--- src/rtl/ddr3_wb_memtest.sv ---
// ddr3_wb_memtest: post-init DDR3 self-test master on the LiteDRAM user Wishbone port.
// Writes a deterministic pattern over NUM_WORDS words from BASE_ADDR, reads it back and
// compares, reporting pass/fail, error count and the first failing address.
// Build option: define MEMTEST_LFSR_EN to use a 32-bit Galois LFSR data pattern instead
// of the default address-derived pattern {idx[15:0], ~idx[15:0]}.

module ddr3_wb_memtest #(
    parameter logic [29:0] BASE_ADDR   = 30'h0,
    parameter int unsigned NUM_WORDS   = 1024,
    parameter int unsigned TIMEOUT_CYC = 1024
) (
    input  logic        sys_clk_100mhz,
    input  logic        rst_n,
    input  logic        init_done_i,
    input  logic        start_i,
    output logic        wb_cyc_o,
    output logic        wb_stb_o,
    output logic        wb_we_o,
    output logic [29:0] wb_adr_o,
    output logic [31:0] wb_dat_w_o,
    output logic [3:0]  wb_sel_o,
    input  logic [31:0] wb_dat_r_i,
    input  logic        wb_ack_i,
    input  logic        wb_err_i,
    output logic        busy_o,
    output logic        done_o,
    output logic        pass_o,
    output logic [15:0] err_count_o,
    output logic [29:0] first_err_addr_o
);

    localparam logic [29:0] LastIdx  = 30'(NUM_WORDS - 1);
    localparam logic [31:0] WdogLast = 32'(TIMEOUT_CYC - 1);

    typedef enum logic [2:0] {
        StIdle,
        StWrReq,
        StWrWait,
        StRdReq,
        StRdWait,
        StDone
    } state_e;

    state_e      state_q;
    logic [29:0] idx_q;
    logic [31:0] wdog_q;
    logic        cyc_q;
    logic        we_q;
    logic [29:0] adr_q;
    logic [31:0] dat_q;
    logic        busy_q;
    logic        done_q;
    logic        pass_q;
    logic [15:0] err_cnt_q;
    logic [29:0] first_q;

    logic [31:0] pattern;
    logic        in_wait;
    logic        is_wr_wait;
    logic        last_word;
    logic        timeout;
    logic        word_end;
    logic        err_hit;
    logic        aborting;
    logic [15:0] err_cnt_inc;

    // Per-word status decode for the current transfer
    always_comb begin
        is_wr_wait  = (state_q == StWrWait);
        in_wait     = is_wr_wait || (state_q == StRdWait);
        last_word   = (idx_q == LastIdx);
        timeout     = in_wait && !wb_ack_i && !wb_err_i && (wdog_q == WdogLast);
        word_end    = in_wait && (wb_ack_i || wb_err_i || timeout);
        // err wins over a simultaneous ack, so a word is counted at most once
        err_hit     = in_wait && (wb_err_i || timeout ||
                      ((state_q == StRdWait) && wb_ack_i && (wb_dat_r_i != pattern)));
        err_cnt_inc = (err_cnt_q == 16'hFFFF) ? err_cnt_q : err_cnt_q + 16'd1;
        aborting    = busy_q && !init_done_i;
    end

`ifdef MEMTEST_LFSR_EN
    localparam logic [31:0] LfsrSeed = 32'hACE1_2468;
    localparam logic [31:0] LfsrPoly = 32'h8020_0003;

    logic [31:0] lfsr_q;
    logic        lfsr_load;
    logic        lfsr_adv;

    // Reload at every run start and before the read phase so reads replay the write sequence
    always_comb begin
        lfsr_load = aborting || (state_q == StIdle) || ((state_q == StDone) && start_i) ||
                    (is_wr_wait && word_end && last_word);
        lfsr_adv  = word_end && !aborting;
    end

    // Galois LFSR stepped once per finished word
    always_ff @(posedge sys_clk_100mhz or negedge rst_n) begin
        if (!rst_n) begin
            lfsr_q <= LfsrSeed;
        end else if (lfsr_load) begin
            lfsr_q <= LfsrSeed;
        end else if (lfsr_adv) begin
            lfsr_q <= {1'b0, lfsr_q[31:1]} ^ (lfsr_q[0] ? LfsrPoly : 32'h0);
        end
    end

    assign pattern = lfsr_q;
`else
    assign pattern = {idx_q[15:0], ~idx_q[15:0]};
`endif

    // Test sequencer with registered bus and status outputs
    always_ff @(posedge sys_clk_100mhz or negedge rst_n) begin
        if (!rst_n) begin
            state_q   <= StIdle;
            idx_q     <= '0;
            wdog_q    <= '0;
            cyc_q     <= 1'b0;
            we_q      <= 1'b0;
            adr_q     <= '0;
            dat_q     <= '0;
            busy_q    <= 1'b0;
            done_q    <= 1'b0;
            pass_q    <= 1'b0;
            err_cnt_q <= '0;
            first_q   <= '0;
        end else if (aborting) begin
            // init lost: drop the bus immediately and wait for init to return
            state_q   <= StIdle;
            idx_q     <= '0;
            wdog_q    <= '0;
            cyc_q     <= 1'b0;
            busy_q    <= 1'b0;
            err_cnt_q <= '0;
            first_q   <= '0;
        end else begin
            unique case (state_q)
                StIdle: begin
                    if (init_done_i) begin
                        state_q   <= StWrReq;
                        busy_q    <= 1'b1;
                        idx_q     <= '0;
                        err_cnt_q <= '0;
                        first_q   <= '0;
                    end
                end
                StWrReq, StRdReq: begin
                    cyc_q   <= 1'b1;
                    we_q    <= (state_q == StWrReq);
                    adr_q   <= BASE_ADDR + idx_q;
                    dat_q   <= pattern;
                    wdog_q  <= '0;
                    state_q <= (state_q == StWrReq) ? StWrWait : StRdWait;
                end
                StWrWait, StRdWait: begin
                    if (word_end) begin
                        cyc_q <= 1'b0;
                        if (err_hit) begin
                            err_cnt_q <= err_cnt_inc;
                            if (err_cnt_q == 16'd0) begin
                                first_q <= adr_q;
                            end
                        end
                        if (!last_word) begin
                            idx_q   <= idx_q + 30'd1;
                            state_q <= is_wr_wait ? StWrReq : StRdReq;
                        end else if (is_wr_wait) begin
                            idx_q   <= '0;
                            state_q <= StRdReq;
                        end else begin
                            state_q <= StDone;
                            busy_q  <= 1'b0;
                            done_q  <= 1'b1;
                            pass_q  <= !err_hit && (err_cnt_q == 16'd0);
                        end
                    end else begin
                        wdog_q <= wdog_q + 32'd1;
                    end
                end
                StDone: begin
                    if (start_i) begin
                        state_q   <= StWrReq;
                        busy_q    <= 1'b1;
                        done_q    <= 1'b0;
                        pass_q    <= 1'b0;
                        err_cnt_q <= '0;
                        first_q   <= '0;
                        idx_q     <= '0;
                    end
                end
                default: state_q <= StIdle;
            endcase
        end
    end

    assign wb_cyc_o         = cyc_q;
    assign wb_stb_o         = cyc_q;
    assign wb_we_o          = we_q;
    assign wb_adr_o         = adr_q;
    assign wb_dat_w_o       = dat_q;
    assign wb_sel_o         = 4'b1111;
    assign busy_o           = busy_q;
    assign done_o           = done_q;
    assign pass_o           = pass_q;
    assign err_count_o      = err_cnt_q;
    assign first_err_addr_o = first_q;

endmodule

--- config.mk ---
export PLATFORM = sky130hd
export DESIGN_NAME = ddr3_wb_memtest
export DESIGN_NICKNAME = d
export VERILOG_FILES = /design/src/rtl/ddr3_wb_memtest.sv
export SDC_FILE = /design/constraint.sdc
export NUM_CORES = 1
export LEC_CHECK = 0
export BUFFER_PORTS_ARGS = -buffer_cell sky130_fd_sc_hd__buf_2
export CAP_MARGIN = 20
export CORE_MARGIN = 8
export CORE_UTILIZATION = 45
export CTS_CLUSTER_SIZE = 12
export DETAILED_ROUTE_END_ITERATION = 6
export PLACE_DENSITY = 0.74
export RECOVER_POWER = 25
export SLEW_MARGIN = 25
export SYNTH_ARGS = -nofsm -noshare
export SYNTH_HDL_FRONTEND = slang
export SYNTH_SLANG_ARGS = --single-unit
export TNS_END_PERCENT = 30
--- constraint.sdc ---
create_clock -name sys_clk_100mhz -period 6.8 [get_ports sys_clk_100mhz]
set_input_delay 0.34 -clock sys_clk_100mhz [delete_from_list [all_inputs] [get_ports sys_clk_100mhz]]
set_output_delay 0.34 -clock sys_clk_100mhz [all_outputs]
set_load 0.02 [all_outputs]
; Yosys cells after proc, flatten, opt, wreduce, memory -nomap -nowiden
; Index checks and enable logic that the tools add are counted.
[classes]
add_sub_neg = 3
n_eq_ne = 23
n_mux = 50
n_bitwise = 2
n_reduce_logical = 34
[op_table]
columns = cell, n
row1 = two-way mux 30 bit, 10
row2 = one-hot mux 30 bit (3 select lines), 2
row3 = two-way mux 16 bit, 6
row4 = two-way mux 32 bit, 2
row5 = one-hot mux 32 bit (2 select lines), 1
row6 = one-hot mux 16 bit (3 select lines), 1
row7 = "adder 32 x 1 -> 32 bit, second input constant", 1
row8 = "equality test 32 x 10 -> 1 bit, second input constant", 1
row9 = != test 32 bit, 1
row10 = "adder 30 x 1 -> 30 bit, second input constant", 1
row11 = "equality test 30 x 10 -> 1 bit, second input constant", 1
row12 = "!= test 3 bit, second input constant", 9
row13 = AND reduction 6 bit, 4
row14 = two-way mux 3 bit, 7
row15 = "adder 16 x 1 -> 16 bit, second input constant", 1
row16 = "equality test 16 bit, second input constant", 1
row17 = zero test 16 bit, 1
row18 = NOT 16 bit, 1
row19 = two-way mux 1 bit, 15
row20 = one-hot mux 3 bit (4 select lines), 1
row21 = logical AND 1 bit, 9
row22 = "!= test 2 bit, second input constant", 4
row23 = "equality test 3 x 2 -> 1 bit, second input constant", 2
row24 = "equality test 3 bit, second input constant", 2
row25 = other kinds (16), 28
[word_totals]
reg_bits = 178
input_bits = 38
out_inout_bits = 118
wordCells = 124

; Depth between registers and ports, before layout
[logic_depth]
word_depth = 14
mapped_depth = 11
ltp_nobuf = 10

; Worst setup path after synthesis
; Ideal clock, no wire load.
[synth_path]
path_type = flip-flop to flip-flop
startpoint = register wdog_q[0]
endpoint = register first_q[0], in the netlist first_err_addr_o[0]
setup_time_ps = 121
arrival_ps = 2389
required_ps = 6679
slack_ps = 4290
stages_incl_launch_ff = 11
path_buffers = 3
period_less_slack_ps = 2510
path_cell_list = dfrtp_1 > ha_1 > and4_1 > buf_2 > nand3b_1 > or4_4 > a31oi_4 > buf_6 > nand2_1 > clkbuf_1 > a22o_1
[synth_via]
elab_chain_cells = 7
word_cells_on_any_way = 10
classes_between = eq/ne (3) / reduce/logical (7)
[synth_lines]
columns = element, line_no
row1 = start: declaration, 46  ; logic [31:0] wdog_q;
row2 = start signal: assignment, 177  ; wdog_q <= wdog_q + 32'd1;
row3 = equality test 32 x 10 -> 1 bit *, 72  ; timeout = in_wait && !wb_ack_i && !wb_err_i && (wdog_q == WdogLast);
row4 = logical AND 1 bit *, 72
row5 = logical OR 1 bit (2 in series), 75  ; err_hit = in_wait && (wb_err_i || timeout ||
row6 = logical AND 1 bit, 75
row7 = != test 3 bit (no line), n/a
row8 = AND reduction 6 bit (no line) *, n/a
row9 = end signal: assignment, 161  ; first_q <= adr_q;
row10 = end: declaration, 55  ; logic [29:0] first_q;
; Mark *: on every way between the ends. The rest lies on a longest branch, timed or not.
; A chain may end at the register's enable or synchronous reset.

; Worst setup path in the final report
[layout_path]
startpoint = register wdog_q[0]
endpoint = register idx_q[11]
[layout_via]
elab_chain_cells = 6
[layout_lines]
columns = element, line_no
row1 = equality test 32 x 10 -> 1 bit, 72
row2 = logical AND 1 bit, 72
row3 = logical OR 1 bit, 73  ; word_end = in_wait && (wb_ack_i || wb_err_i || timeout);
row4 = logical AND 1 bit, 73
row5 = != test 3 bit (no line), n/a
row6 = AND reduction 5 bit (no line), n/a
row7 = end signal: assignment, 165  ; idx_q <= idx_q + 30'd1;
row8 = end: declaration, 45  ; logic [29:0] idx_q;
; No other way between the ends.

==> results.tsv <==
metric	value	unit
resized_cells_post_cts	0	
routabilityCongestion	0.868	
power.ir.vdd_worst	207	uV
final_core_util	53.2	%
detail_route.first_pass.iterations	5	
via_count_of_the_first_global_routing_pass	6418	
grt_start_max_net_pins	100	
final-setup-viol-count	0	
antenna-diode-count	0	
unrepaired_setup_endpoints_after_global_routing	no	
internal_power	1.84	mW
arrival	3.65	ns
timing.max_cap.violations	0	
fin_worst_skew	0.0101	ns
dpl.hpwl	14.9	mm
pin_count	156	
fin_worst_hold_slack	-0.0108	ns
cellPowerDensity	312	nW/um^2
clk-insertion-delay-late	0.42	ns
synth-seq-cells	162	
final-max-slew-violation-count	0	
clock_sinks	162	
antenna_left	0	
floorplan.die.height	152	um
synth.avg_cell_area	9.72	um^2
clock_power_share	32.3	%
post_synth_xor_area_fraction	5.60	%
grt.overflow.total	0	
dr_total_vias	6775	
clock-root-buffer	sky130_fd_sc_hd__clkbuf_16	
fin_crit	3.37	ns
syn_inst_count	853	
fin_crit_sh	49.6	%
worst_setup_hold_path_clk_slew	0.07	ns
worst_pin_slew	0.933	ns
syn_area	8290	um^2
cts.repair_timing.setup_buffer_count	0	
max_freq	296	MHz
critPathCaptureType	flop	
synth_seq_area_share	48.9	%
die_area	23000	um^2
seqPwrFrac	37.7	%
portBuffers	151	
core_region_area	18000	um^2
detail_route.drc_violations	0	
drt-initial-drc-count	447	
power_frac_comb	30.0	%
combinational_family_with_the_most_area_after_synthesis	simple AND/OR/NAND/NOR gates	
wirelength	21.3	mm
layout_commonest_cell	sky130_fd_sc_hd__dfrtp_1	
route.detailed.vias_per_inst	5.68	
start_util	46.0	%
yosys.cell_types.count	51	
row_count	49	
synth_edf_count	0	
inserted_clock_buffers	17	
grt.total_usage	18.6	%
async_sr_flop_fraction	100	%
grt_first_pass_wirelength	34.1	mm
power_switching	1.15	mW
hold_class	in2async	
detail_route.wl_per_cell	17.9	um
share_of_synthesized_cell_area_in_and_or_nand_and_nor_gates	21.5	%
cp_max_fo	32	
final_hold_viol_count	2	
die_w	152	um
final_cell_mix	sky130_fd_sc_hd__dfrtp_1 (162), sky130_fd_sc_hd__buf_2 (139), sky130_fd_sc_hd__o21ai_0 (87)	
synth_compound_area_share	13.5	%
yosys-mux-area-fraction	4.18	%
tritoncts_clock_tree	done	
timing.setup.critical_path_class	reg2reg	
total_power	2.99	mW
synthAdderAreaFrac	0.754	%
setup-tns-final	0	ns
leakage	4.52	nW
hold_buffers	0	
yosys_warnings	0	
layout-drive-gt1-share	23.1	%
h_tree_lvls	4	
antenna_violations_before_repair	0	
finish.net_count	994	
layout-area-overhead-vs-synth	15.6	%
required	7.08	ns
slew_headroom	37.6	%
synth_flop_cell	sky130_fd_sc_hd__dfrtp_1	
outcome	finished with violations	
startpoint_kind_of_the_worst_setup_timing_path	flop	
violations	negative hold slack	
placed_area	9000	um^2
final_cell_area	9580	um^2
clock_path_buffers	2	
power_switching_share	38.4	%
-- worst max-delay path: stages, from the launching register on --
cell and delay (ns):
sky130_fd_sc_hd__dfrtp_1 0.39, sky130_fd_sc_hd__ha_1 0.19, sky130_fd_sc_hd__and4_1 0.38, sky130_fd_sc_hd__nand3b_1 0.19, sky130_fd_sc_hd__or4_4 0.49, sky130_fd_sc_hd__a31oi_4 0.48, sky130_fd_sc_hd__nand2_1 0.64, sky130_fd_sc_hd__o21ai_0 0.33
sky130_fd_sc_hd__o21ai_0 0.13
-- cells in the mapped netlist (all sizes together), types with 16 or more instances --
cell type | instances | area, um^2
nand2 | 71 | 274
o21ai | 87 | 435
and3 | 23 | 144
nand3 | 32 | 160
nand4 | 22 | 144
dfrtp | 162 | 4050
mux2 | 29 | 327
xnor2 | 35 | 307
nor4 | 33 | 243
a22o | 31 | 272
buf | 40 | 258
xor2 | 18 | 158
clkbuf | 42 | 158
a21oi | 25 | 125
nor2 | 59 | 221
nor3 | 16 | 85.1
-- registers in the layout (all words and copies together) (netlist names) --
signal            count
wb_cyc_o              1
wb_we_o               1
wb_dat_w_o           16
wb_adr_o             30
state_q               3
busy_o                1
done_o                1
idx_q                30
first_err_addr_o     30
pass_o                1
err_count_o          16
wdog_q               32
-- area by class of cell --
| cell class | count | area, um^2 |
|---|---|---|
| Fill cell | 1647 | 8440 |
| Clock inverter | 13 | 148 |
| Clock buffer | 18 | 439 |
| Sequential cell | 162 | 4050 |
| Timing Repair Buffer | 158 | 801 |
| Inverter | 12 | 45.0 |
| Tap cell | 229 | 287 |
| Multi-Input combinational cell | 600 | 3810 |
-- path summary, 6_finish.rpt --
| path | slack, ns | cells after the start | end | startpoint |
|---|---|---|---|---|
| worst min register to register | 0.48 | 2 | wb_dat_w_o[14] | wb_dat_w_o[14] |
| worst max register to register | 3.43 | 8 | idx_q[11] | wdog_q[0] |
| worst min-delay path | -0.01 | 1 | first_err_addr_o[17] | rst_n |
| max in group asynchronous | 5.36 | 2 | wdog_q[19] | rst_n |
| worst max-delay path | 3.43 | 8 | idx_q[11] | wdog_q[0] |
| min in group sys_clk_100mhz | 0.23 | 4 | done_o | start_i |
-- power by group through the flow --
stage	registers [mW]	clock network [mW]	logic, mW
after floorplan	1.19	0	0.598
after global placement	1.14	0	0.895
after detailed placement	1.14	0	0.909
after CTS	1.13	0.987	0.910
after global routing	1.14	1.03	0.998
final	1.13	0.964	0.895
-- layer usage --
layer | GRT usage (%) | part of all wire (%) | vias up
li1 | - | - | 3251
met1 | 25.3 | 45 | 3316
met2 | 29.8 | 47 | 194
met3 | 3.56 | 7.3 | 14
met4 | 5.49 | 0.92 | 0
met5 | 0 | 0 | -
-- kinds of logic (layout without fill, tap and decap cells) --
family,Yosys count,in the layout
other,1,4
AND/OR/NAND/NOR,327,327
adder cells (fa/ha/maj),5,5
buffers and inverters,94,201
AO/OA/AOI/OAI,180,180
XOR/XNOR,53,53
flip-flops,162,162
multiplexers,31,31
-- metrics by stage --
stage,cells,setup WS [ns]
finish,1192,3.43
global route,1192,3.06
CTS,1192,3.39
detailed placement,1161,3.40
global placement,1161,3.41
floorplan,856,4.29
Note: power is estimated with default switching activity, not from simulation.
